File: src/rtl/cpu_pkg.sv
// Shared constants and fetch-stage state encoding for the MIPS core.
package cpu_pkg;
  localparam int          XLEN         = 32;
  localparam logic [31:0] RESET_PC_DEF = 32'h0000_0000;

  typedef enum logic [1:0] {
    S_FETCH = 2'd0,
    S_HOLD  = 2'd1,
    S_HALT  = 2'd2
  } fetch_state_e;
endpackage

File: src/rtl/pc_fetch_unit_stat_counter.sv
// Free-running enable counter with async active-low clear; wraps modulo 2^W.
module stat_counter #(
  parameter int W = 32
) (
  input  logic         clk,
  input  logic         rst_n,
  input  logic         en,
  output logic [W-1:0] cnt
);
  logic [W-1:0] cnt_q, cnt_d;

  always_comb begin
    cnt_d = cnt_q;
    if (en) cnt_d = cnt_q + 1'b1;
  end

  always_ff @(posedge clk or negedge rst_n) begin
    if (!rst_n) cnt_q <= '0;
    else        cnt_q <= cnt_d;
  end

  assign cnt = cnt_q;
endmodule

File: src/rtl/pc_fetch_unit.sv
// PC register and instruction-fetch stage: fetch over req/ready, hold for decode,
// redirect on flush, stop on halt, and keep cycle/instruction statistics.
module pc_fetch_unit
  import cpu_pkg::*;
#(
  parameter logic [XLEN-1:0] RESET_PC = RESET_PC_DEF,
  parameter int              CNT_W    = 32
) (
  input  logic             clk,
  input  logic             rst_n,
  output logic [XLEN-1:0]  PC,
  input  logic [XLEN-1:0]  PC_next_clk,
  input  logic             stall,
  input  logic             flush,
  input  logic [XLEN-1:0]  flush_pc,
  input  logic             halt,
  output logic             imem_req,
  output logic [XLEN-1:0]  imem_addr,
  input  logic             imem_ready,
  input  logic [XLEN-1:0]  imem_rdata,
  output logic             instr_valid,
  output logic [XLEN-1:0]  instr_out,
  output logic             halted,
  output logic [CNT_W-1:0] cycle_cnt,
  output logic [CNT_W-1:0] instr_cnt
);
  fetch_state_e    state_q, state_d;
  logic [XLEN-1:0] pc_q, pc_d;
  logic [XLEN-1:0] instr_q, instr_d;
  logic            cyc_en, ins_en;

  always_comb begin
    state_d = state_q;
    pc_d    = pc_q;
    instr_d = instr_q;
    ins_en  = 1'b0;
    cyc_en  = (state_q != S_HALT);
    case (state_q)
      S_FETCH: begin
        // Flush beats a same-cycle response; the returned word is dropped.
        if (flush)           pc_d = flush_pc;
        else if (imem_ready) begin
          instr_d = imem_rdata;
          state_d = S_HOLD;
        end
      end
      S_HOLD: begin
        if (flush) begin
          pc_d    = flush_pc;
          state_d = S_FETCH;
        end else if (!stall) begin
          ins_en = 1'b1;
          if (halt) state_d = S_HALT;
          else begin
            pc_d    = PC_next_clk;
            state_d = S_FETCH;
          end
        end
      end
      S_HALT:  ;
      default: state_d = S_FETCH;
    endcase
  end

  always_ff @(posedge clk or negedge rst_n) begin
    if (!rst_n) begin
      state_q <= S_FETCH;
      pc_q    <= RESET_PC;
      instr_q <= '0;
    end else begin
      state_q <= state_d;
      pc_q    <= pc_d;
      instr_q <= instr_d;
    end
  end

  stat_counter #(.W(CNT_W)) u_cycle_cnt (
    .clk(clk), .rst_n(rst_n), .en(cyc_en), .cnt(cycle_cnt)
  );

  stat_counter #(.W(CNT_W)) u_instr_cnt (
    .clk(clk), .rst_n(rst_n), .en(ins_en), .cnt(instr_cnt)
  );

  // Request is masked while reset is held so imem never sees a stale fetch.
  assign imem_req    = rst_n && (state_q == S_FETCH);
  assign PC          = pc_q;
  assign imem_addr   = pc_q;
  assign instr_valid = (state_q == S_HOLD);
  assign instr_out   = instr_q;
  assign halted      = (state_q == S_HALT);
endmodule

File: config.mk
export PLATFORM = sky130hd
export DESIGN_NAME = pc_fetch_unit
export DESIGN_NICKNAME = d
export VERILOG_FILES = /design/src/rtl/cpu_pkg.sv /design/src/rtl/pc_fetch_unit_stat_counter.sv /design/src/rtl/pc_fetch_unit.sv
export SDC_FILE = /design/constraint.sdc
export NUM_CORES = 1
export LEC_CHECK = 0
export ABC_CLOCK_PERIOD_IN_PS = 5380
export CAP_MARGIN = 5
export CORE_ASPECT_RATIO = 2
export CORE_UTILIZATION = 30
export CTS_CLUSTER_SIZE = 16
export DETAILED_ROUTE_END_ITERATION = 8
export PLACE_DENSITY_LB_ADDON = 0.2
export SYNTH_ARGS = -nofsm -noshare
export SYNTH_HDL_FRONTEND = slang
export SYNTH_SLANG_ARGS = --single-unit
File: constraint.sdc
create_clock -name clk -period 5.38 [get_ports clk]
set_input_delay 1.076 -clock clk [delete_from_list [all_inputs] [get_ports clk]]
set_output_delay 1.076 -clock clk [all_outputs]
set_load 0.02 [all_outputs]
==> results of run 1 <==
sequential cells by signal (all words and copies together) (netlist names):
name and cells:
u_cycle_cnt.cnt 32, instr_out 32, PC 32, state_q 2, u_instr_cnt.cnt 32
cell usage after synthesis (2+ instances only):
library cell / number / area (um2)
nor4_4: 2 / 42.5
xnor2_1: 47 / 412
buf_4: 32 / 240
nor2_1: 8 / 30.0
nor4b_2: 2 / 30.0
ha_1: 2 / 25.0
mux2_2: 33 / 372
and3_1: 9 / 56.3
o21ai_0: 32 / 160
clkbuf_1: 7 / 26.3
and4_1: 5 / 43.8
and2_1: 3 / 18.8
mux2i_1: 32 / 320
nand4_1: 12 / 75.1
nor3_1: 5 / 25.0
nand2_1: 60 / 225
or2_2: 2 / 12.5
inv_1: 2 / 7.51
buf_2: 8 / 40.0
dfrtp_1: 130 / 3250
xor2_1: 15 / 131
nand3_1: 22 / 110
nand4_2: 2 / 25.0
nor4_2: 2 / 25.0
metrics by stage:
step	setup slack, ps	hold WS [ps]	power (mW)	util (%)
5_1_grt	2010	507	3.94	48.1
2_1_floorplan	2710	582	2.00	-
3_5_place_dp	2070	475	2.64	45.0
4_1_cts	2080	487	3.82	48.1
3_3_place_gp	2100	464	2.62	45.0
6_report	2100	482	3.76	48.1
report_power, final:
part           switching, mW  internal (mW)  leakage (nW)
Sequential             0.176           1.17          1.67
Clock                  0.419          0.736         0.290
Combinational          0.612          0.647          1.82
Total                   1.21           2.55          3.78
worst max path at each step:
| stage | depth (start not counted) | start | end |
|---|---|---|---|
| after floorplan | 1 | rst_n | imem_req |
| after global placement | 3 | rst_n | imem_req |
| after detailed placement | 5 | flush | PC[7]$_DFFE_PN0P_ |
| after CTS | 3 | rst_n | imem_req |
| after global routing | 3 | rst_n | imem_req |
| final | 3 | rst_n | imem_req |
layout make-up:
class	count	area (um2)	area share [%]
Multi-Input combinational cell	307	2260	24.9
Timing Repair Buffer	268	2670	29.4
Clock inverter	11	136	1.50
Inverter	2	7.51	0.0825
Clock buffer	21	450	4.95
Sequential cell	130	3250	35.7
Tap cell	255	319	3.51
metal layers:
layer | global-route usage (%) | wire length [um]
met1 | 16.4 | 5510
met2 | 32.5 | 9380
met3 | 5.00 | 1140
met4 | 7.41 | 361
met5 | 0 | 13
kinds of logic (layout without fill, tap and decap cells):
logic type | after synthesis | after routing | share of synthesized area (%)
mux | 65 | 65 | 11.9
simple gates | 144 | 144 | 14.0
flops | 130 | 130 | 55.9
compound gates | 34 | 34 | 2.96
buf+inv | 50 | 302 | 5.59
xor+xnor | 62 | 62 | 9.32
fa+ha+maj | 2 | 2 | 0.430
==> metrics, run 1 <==
CP required=4300 ps; largest buffer count on any clock path=2; reg2reg path depth=5; first-pass GRT wire length=25700 um; worst path cell trace=buf_6, nor3b_1, clkdlybuf4s50_1; num ports=265; Post-Route Skew=7.96 ps; commonest cells after routing, fill and taps aside=clkdlybuf4s50_1, dfrtp_1, nand2_1, xnor2_1, mux2_2; vias in the first global route=4753; final hold vios=0; setup slack, reg-to-reg=3070 ps; Rel. slew slack=33.9%; count of different cell masters after synthesis=37; fin crit period=3280 ps; Finished Cell Area=9100 um2; commonest non-fill, non-tap cell in the layout=clkdlybuf4s50_1; flops & latches, synth=130; PortBufs=264; DIE WIDTH=101 um; crit path max fanout=27; clock insertion delay at the later pin of the skew report=420 ps; Initial DRC Count=75; register area share after synthesis=55.9%; worst r2r dst=PC[19]$_DFFE_PN0P_; CTS Buf Count=17; Synthesized Nets=591; Congestion Overflow GR=0; diode count=0; final std cells w/o fill=994; status=finished clean; Tcrit/Tclk final=60.9%; max_cap viols=0; wire per inst=16.5 um; yosys warns=0; synthesized area per cell=12.0 um2; CTS H-tree depth=4; CTS root buf=clkbuf_16; Routed WL=16400 um; core area=18900 um2; top_reg_cell synth=dfrtp_1; Cell Area, Placed=8520 um2; largest net degree at the start of global routing=65; Fillers=1772; worst path bufs/invs=2; Slew @ Worst Pin=991 ps; critical path endpoint category=output port; antenna violations before repair=1; CTS sink count=130; Post-CTS Setup Inserts=0; Synth Cell Area=5820 um2; RePlAce Congestion=0.796; clk slew on worst S/H paths=60 ps; final setup violation count=0; static leakage=3.78 nW; hold crit path type=reg2reg; 1st-pass router iterations=4; synthesis-to-layout area growth=56.3%; Crit-path slowest cell=clkdlybuf4s50_1; Max Fclk=0.305 GHz; # hold bufs at CTS=0; CTS tree=done; start-to-end type of the worst setup path=in2out; Die Y=199 um; Slew Viols, Final=0; critical path launch point type=input port; Tot GR Track Use=17.0%; initial core utilization=30.8%; Cells after Synth=487; Post-DP HPWL=12600 um; HP Start=u_instr_cnt.cnt[31]$_DFFE_PN0P_; Worst VDD drop=0.209 mV; Setup TNS=0 ps; worst r2r src=state_q[1]$_DFFE_PN0P_; via count=4447; hold path endpoint=u_instr_cnt.cnt[31]$_DFFE_PN0P_; Critical Path Max Stage Delay=650 ps; die area=20000 um2; DRC Markers=0; # rows=71; Resized cells post-CTS=0; RSZ-0062 raised after global routing=no; ys async rst share=100%; WHS Path Cells=1; ANT nets after route=0; CP delay by family, top=buffers and inverters; number of synthesized flops with an enable pin=0; share of layout cells above drive strength 1=11.4%; Net count, final=830; vias per inst=4.47; Inst Count DP=962; power per standard cell area=413 nW/um2; crit path DAT=2200 ps
(Power assumes the default switching activity.)
==> inputs of run 2 (changes only) <==
- ABC_CLOCK_PERIOD_IN_PS: 5380 -> 2900
- clock period: 5.38 -> 2.9 ns (I/O delays scaled with it)
==> run 2 against run 1 <==
  * Sequential share of layout area decreased by 0.20 points
  * Via count up 0.83%
  * Clock skew down 2.7 ps
  * Final cell count is 0.20% higher
  * Clock power rose by 86%
  * Clock-buffer cell count increased by 2
  * Worst hold slack got worse by 150 ps
  * Register-to-register slack got worse by 2300 ps
  * Critical path type is now reg2out
==> metrics, run 2 (synthesized netlist as in run 1, its figures left out) <==
num ports=265 (unchanged); CTS root buf=clkbuf_16; Congestion Overflow GR=0 (unchanged); crit path max fanout=8 (-70%); pre-CTS setup slack=240 ps (-1830 ps); Die Y=199 um (unchanged); critical path endpoint category=output port; clock insertion delay at the later pin of the skew report=410 ps (about the same); Inst Count DP=964 (+0.21%); max_cap viols=0 (unchanged); largest buffer count on any clock path=2 (unchanged); synthesis-to-layout area growth=57.2%; Net count, final=832 (+0.24%); Setup TNS=0 ps (unchanged); share of layout cells above drive strength 1=11.5% (+0.10 points); final hold vios=0 (unchanged); Critical Path Max Stage Delay=610 ps (-40 ps); diode count=0 (unchanged); Max Fclk=0.388 GHz; RSZ-0062 raised after global routing=no; initial core utilization=30.8% (unchanged); Fillers=1796 (+1.4%); CTS tree=done; Cell Area, Placed=8560 um2 (+0.47%); commonest cells after routing, fill and taps aside=clkdlybuf4s50_1, dfrtp_1, nand2_1, xnor2_1, mux2_2; crit path DAT=2000 ps (-200 ps); RePlAce Congestion=0.789 (-0.95%); DIE WIDTH=101 um (unchanged); largest net degree at the start of global routing=73 (+12%); ANT nets after route=0 (unchanged); commonest non-fill, non-tap cell in the layout=clkdlybuf4s50_1; antenna violations before repair=0 (-1); Post-DP HPWL=12500 um (-1.1%); start-to-end type of the worst setup path=reg2out; Tot GR Track Use=16.6% (-0.41 points); Finished Cell Area=9150 um2 (+0.56%); vias per inst=4.50 (+0.63%); Slew @ Worst Pin=943 ps (-48.3 ps); Crit-path slowest cell=clkdlybuf4s50_1; Worst VDD drop=0.352 mV (+69%); fin crit period=2580 ps; worst path bufs/invs=2 (unchanged); Tcrit/Tclk final=88.8%; static leakage=3.80 nW (+0.46%); via count=4484 (+0.83%); vias in the first global route=4696 (-1.2%); Rel. slew slack=37.1% (+3.2 points); worst path cell trace=or2b_1, inv_1, clkdlybuf4s50_1; Slew Viols, Final=0 (unchanged); CP required=2320 ps (-1980 ps); Resized cells post-CTS=0 (unchanged); CTS Buf Count=17 (unchanged); clk slew on worst S/H paths=60 ps (about the same); Post-CTS Setup Inserts=0 (unchanged); status=finished clean; Initial DRC Count=87 (+16%); # hold bufs at CTS=0 (unchanged); final setup violation count=0 (unchanged); final std cells w/o fill=996 (+0.20%); 1st-pass router iterations=4 (unchanged); # rows=71 (unchanged); CTS sink count=130 (unchanged); final worst slack=324 ps (-1780 ps); Post-Route Skew=5.27 ps (-2.69 ps); CTS H-tree depth=4 (unchanged); CP delay by family, top=buffers and inverters; Routed WL=16200 um (-1.6%); first-pass GRT wire length=24900 um (-3.0%); wire per inst=16.2 um (-1.8%); die area=20000 um2 (unchanged); critical path launch point type=register; core area=18900 um2 (unchanged); power per standard cell area=764 nW/um2 (+85%); DRC Markers=0 (unchanged); PortBufs=264 (unchanged); hold crit path type=in2async
-- run 2: cell count changes in the layout (fill, tap and decap cells not counted), sizes merged --
| cell | previous run | this run |
|---|---|---|
| buf | 5 | 7 |
| clkbuf | 21 | 23 |
| clkinv | 7 | 5 |
-- run 2: report_power, final --
| part | leakage [nW] | switching, mW | total [mW] | internal [mW] |
|---|---|---|---|---|
| combinational | 1.83 | 1.14 | 2.35 | 1.21 |
| clock | 0.291 | 0.767 | 2.16 | 1.40 |
| sequential | 1.67 | 0.318 | 2.49 | 2.17 |
| total | 3.80 | 2.22 | 7.00 | 4.78 |
-- run 2: metal layers --
| layer | share of wire (%) | GRT usage [%] | vias up | wire (um) |
|---|---|---|---|---|
| li1 | - | - | 2119 | - |
| met1 | 35 | 16.1 | 2178 | 5590 |
| met2 | 58 | 32.2 | 171 | 9340 |
| met3 | 5.6 | 3.78 | 16 | 898 |
| met4 | 2.0 | 7.68 | 0 | 324 |
| met5 | 0 | 0 | - | 0 |
-- run 2: worst paths after layout --
path / depth (start not counted) / start / slack [ps] / end
worst min-delay path: 2 / rst_n / 330 / instr_out[7]$_DFFE_PN0P_
worst max register to register: 5 / state_q[1]$_DFFE_PN0P_ / 820 / u_instr_cnt.cnt[9]$_DFFE_PN0P_
min in group clk: 1 / u_instr_cnt.cnt[31]$_DFFE_PN0P_ / 470 / u_instr_cnt.cnt[31]$_DFFE_PN0P_
worst min register to register: 1 / u_instr_cnt.cnt[31]$_DFFE_PN0P_ / 470 / u_instr_cnt.cnt[31]$_DFFE_PN0P_
worst max-delay path: 3 / state_q[1]$_DFFE_PN0P_ / 320 / halted
max in group asynchronous: 3 / rst_n / 1130 / instr_out[3]$_DFFE_PN0P_
-- run 2: metrics by stage --
step                util [%]  power, mW  hold slack [ps]
finish                  48.4       7.00              332
global route            48.4       7.35              392
CTS                     48.4       7.13              341
detailed placement      45.2       4.90              465
global placement        45.2       4.86              464
floorplan                  -       3.71              284
-- run 2: worst register-to-register path: stages (launching register included) --
cell and delay (ps):
dfrtp_1 460, or4b_1 770, nor3_4 300, and3_4 220, nand3_2 80, xnor2_1 130
-- run 2: layout make-up --
cell class	count	area, um2	area share, %
tap	255	319	3.49
inverter	2	7.51	0.0820
timing repair buffer	270	2710	29.6
sequential	130	3250	35.5
multi-input combinational	307	2260	24.7
clock buffer	23	468	5.11
clock inverter	9	130	1.42
==> inputs of run 3 (changes only) <==
--- a/config.mk
+++ b/config.mk
@@ -8,3 +8,2 @@
 export ABC_CLOCK_PERIOD_IN_PS = 2900
-export CAP_MARGIN = 5
 export CORE_ASPECT_RATIO = 2
@@ -14,2 +13,3 @@
 export PLACE_DENSITY_LB_ADDON = 0.2
+export SKIP_LAST_GASP = 1
 export SYNTH_ARGS = -nofsm -noshare
==> constraint.sdc (replaced) <==
create_clock -name clk -period 2.9 [get_ports clk]
set_input_delay 0.435 -clock clk [delete_from_list [all_inputs] [get_ports clk]]
set_output_delay 0.435 -clock clk [all_outputs]
set_load 0.02 [all_outputs]
==> run 3 against run 2 <==
  * Register-to-register slack got worse by 20 ps
  * Utilization increased by 0.13 points
  * Clock-buffer cell count decreased by 2
  * Total power increased by 1.1%
  * Critical path type unchanged
  * Critical endpoint unchanged
  * Largest cell class unchanged
==> metrics, run 3 (synthesized netlist as in run 1, its figures left out) <==
status=finished clean; CTS root buf=clkbuf_16; Post-Route Skew=8.62 ps (+3.35 ps); internal power=4.84 mW (+1.3%); max_cap viols=0 (unchanged); M2 GR Usage=32.0% (-0.15 points); vias in the first global route=4829 (+2.8%); Tot GR Track Use=17.1% (+0.55 points); Setup TNS=0 ps (unchanged); setup slack, reg-to-reg=800 ps (-20 ps); Resized cells post-CTS=0 (unchanged); clk slew on worst S/H paths=50 ps (about the same); # rows=71 (unchanged); CTS tree=done; share of layout cells above drive strength 1=11.5% (+0.016 points); vias per inst=4.52 (+0.48%); crit path max fanout=8 (unchanged); Max Fclk=0.404 GHz (+4.0%); initial core utilization=30.8% (unchanged); largest buffer count on any clock path=2 (unchanged); register area=3250 um2 (unchanged); sw frac=31.6% (-0.11 points); hold crit path type=in2async; CTS sink count=130 (unchanged); core area=18900 um2 (unchanged); ANT nets after route=0 (unchanged); Post-CTS Setup Inserts=0 (unchanged); RePlAce Congestion=0.765 (-3.0%); sequential power share=35.3% (-0.3 points); synthesis-to-layout area growth=57.6%; largest net degree at the start of global routing=131 (+79%); num ports=265 (unchanged); Initial DRC Count=124 (+43%); via count=4501 (+0.38%); CP required=2470 ps (+150 ps); Tcrit/Tclk final=85.4% (-3.4 points); pre-CTS setup slack=388 ps (+148 ps); first-pass GRT wire length=25800 um (+3.5%); power per standard cell area=771 nW/um2 (+0.88%); DIE WIDTH=101 um (unchanged); Slew Viols, Final=0 (unchanged); met3 GRT Util=4.37% (+0.59 points); GRT met1 Usage=17.3% (+1.2 points); CTS Buf Count=17 (unchanged); Rel. slew slack=48.8% (+12 points); switching power=2.24 mW (+0.80%); commonest non-fill, non-tap cell in the layout=clkdlybuf4s50_1; Net count, final=832 (unchanged); critical path launch point type=register; Slew @ Worst Pin=769 ps (-174 ps); 1st-pass router iterations=4 (unchanged); GRT busiest layer=met2; Die Y=199 um (unchanged); commonest cells after routing, fill and taps aside=clkdlybuf4s50_1, dfrtp_1, nand2_1, xnor2_1, mux2_2; start-to-end type of the worst setup path=reg2out; crit path DAT=2040 ps (+40 ps); combinational power share=33.3% (-0.2 points); Congestion Overflow GR=0 (unchanged); Post-DP HPWL=12500 um (about the same); final worst slack=423 ps (+99.1 ps); fin crit period=2480 ps (-99.1 ps); Multi-input gate area=2260 um2 (unchanged); wire per inst=16.5 um (+1.4%); Worst VDD drop=0.422 mV (+20%); final setup violation count=0 (unchanged); Fillers=1763 (-1.8%); CTS H-tree depth=4 (unchanged); static leakage=3.80 nW (+0.20%); final hold vios=0 (unchanged); Routed WL=16400 um (+1.3%); PortBufs=264 (unchanged); Clock power frac=31.4% (+0.5 points); antenna violations before repair=0 (unchanged); diode count=0 (unchanged); critical path endpoint category=output port; DRC Markers=0 (unchanged); die area=20000 um2 (unchanged); worst hold slack=67.5 ps (-264 ps); RSZ-0062 raised after global routing=no; # hold bufs at CTS=0 (unchanged); clock insertion delay at the later pin of the skew report=420 ps (about the same)
run 3: power groups by stage:
stage / Combinational (mW) / Clock (mW) / Sequential [mW]
final: 2.36 / 2.22 / 2.50
after global routing: 2.51 / 2.38 / 2.55
after CTS: 2.39 / 2.29 / 2.50
after detailed placement: 2.39 / 0 / 2.53
after global placement: 2.36 / 0 / 2.51
after floorplan: 0.825 / 0 / 2.88
run 3: path summary, 6_finish.rpt:
path                       depth (start not counted)                              end                       startpoint
max                                                3                           halted           state_q[1]$_DFFE_PN0P_
max reg2reg                                        5  u_cycle_cnt.cnt[18]$_DFFE_PN0P_           state_q[1]$_DFFE_PN0P_
min in group clk                                   1  u_cycle_cnt.cnt[31]$_DFFE_PN0P_  u_cycle_cnt.cnt[31]$_DFFE_PN0P_
min                                                2   u_instr_cnt.cnt[2]$_DFFE_PN0P_                            rst_n
max in group asynchronous                          2  u_cycle_cnt.cnt[13]$_DFFE_PN0P_                            rst_n
min reg2reg                                        1  u_cycle_cnt.cnt[31]$_DFFE_PN0P_  u_cycle_cnt.cnt[31]$_DFFE_PN0P_
run 3: per-layer routing:
metal,vias to the layer above,part of all wire (%)
met2,177,56
met1,2178,35
met5,-,0
met3,29,5.8
li1,2117,-
met4,0,2.9
run 3: critical path: stages, from the launching register on:
cell and delay (ps):
dfrtp_1 480, or2b_1 410, inv_1 120, clkdlybuf4s50_1 620
run 3: stage by stage:
step | util (%) | cell area, um2 | total power [mW] | cells
after floorplan | - | 5820 | 3.71 | 487
after global placement | 45.3 | 8570 | 4.87 | 964
after detailed placement | 45.3 | 8570 | 4.92 | 964
after CTS | 48.5 | 9180 | 7.19 | 995
after global routing | 48.5 | 9180 | 7.43 | 995
final | 48.5 | 9180 | 7.08 | 995
run 3: area by class of cell:
type / instances / area share (%)
Inverter: 2 / 0.0818
Multi-Input combinational cell: 307 / 24.6
Clock buffer: 21 / 4.91
Tap cell: 255 / 3.48
Sequential cell: 130 / 35.4
Clock inverter: 10 / 1.73
Timing Repair Buffer: 270 / 29.7
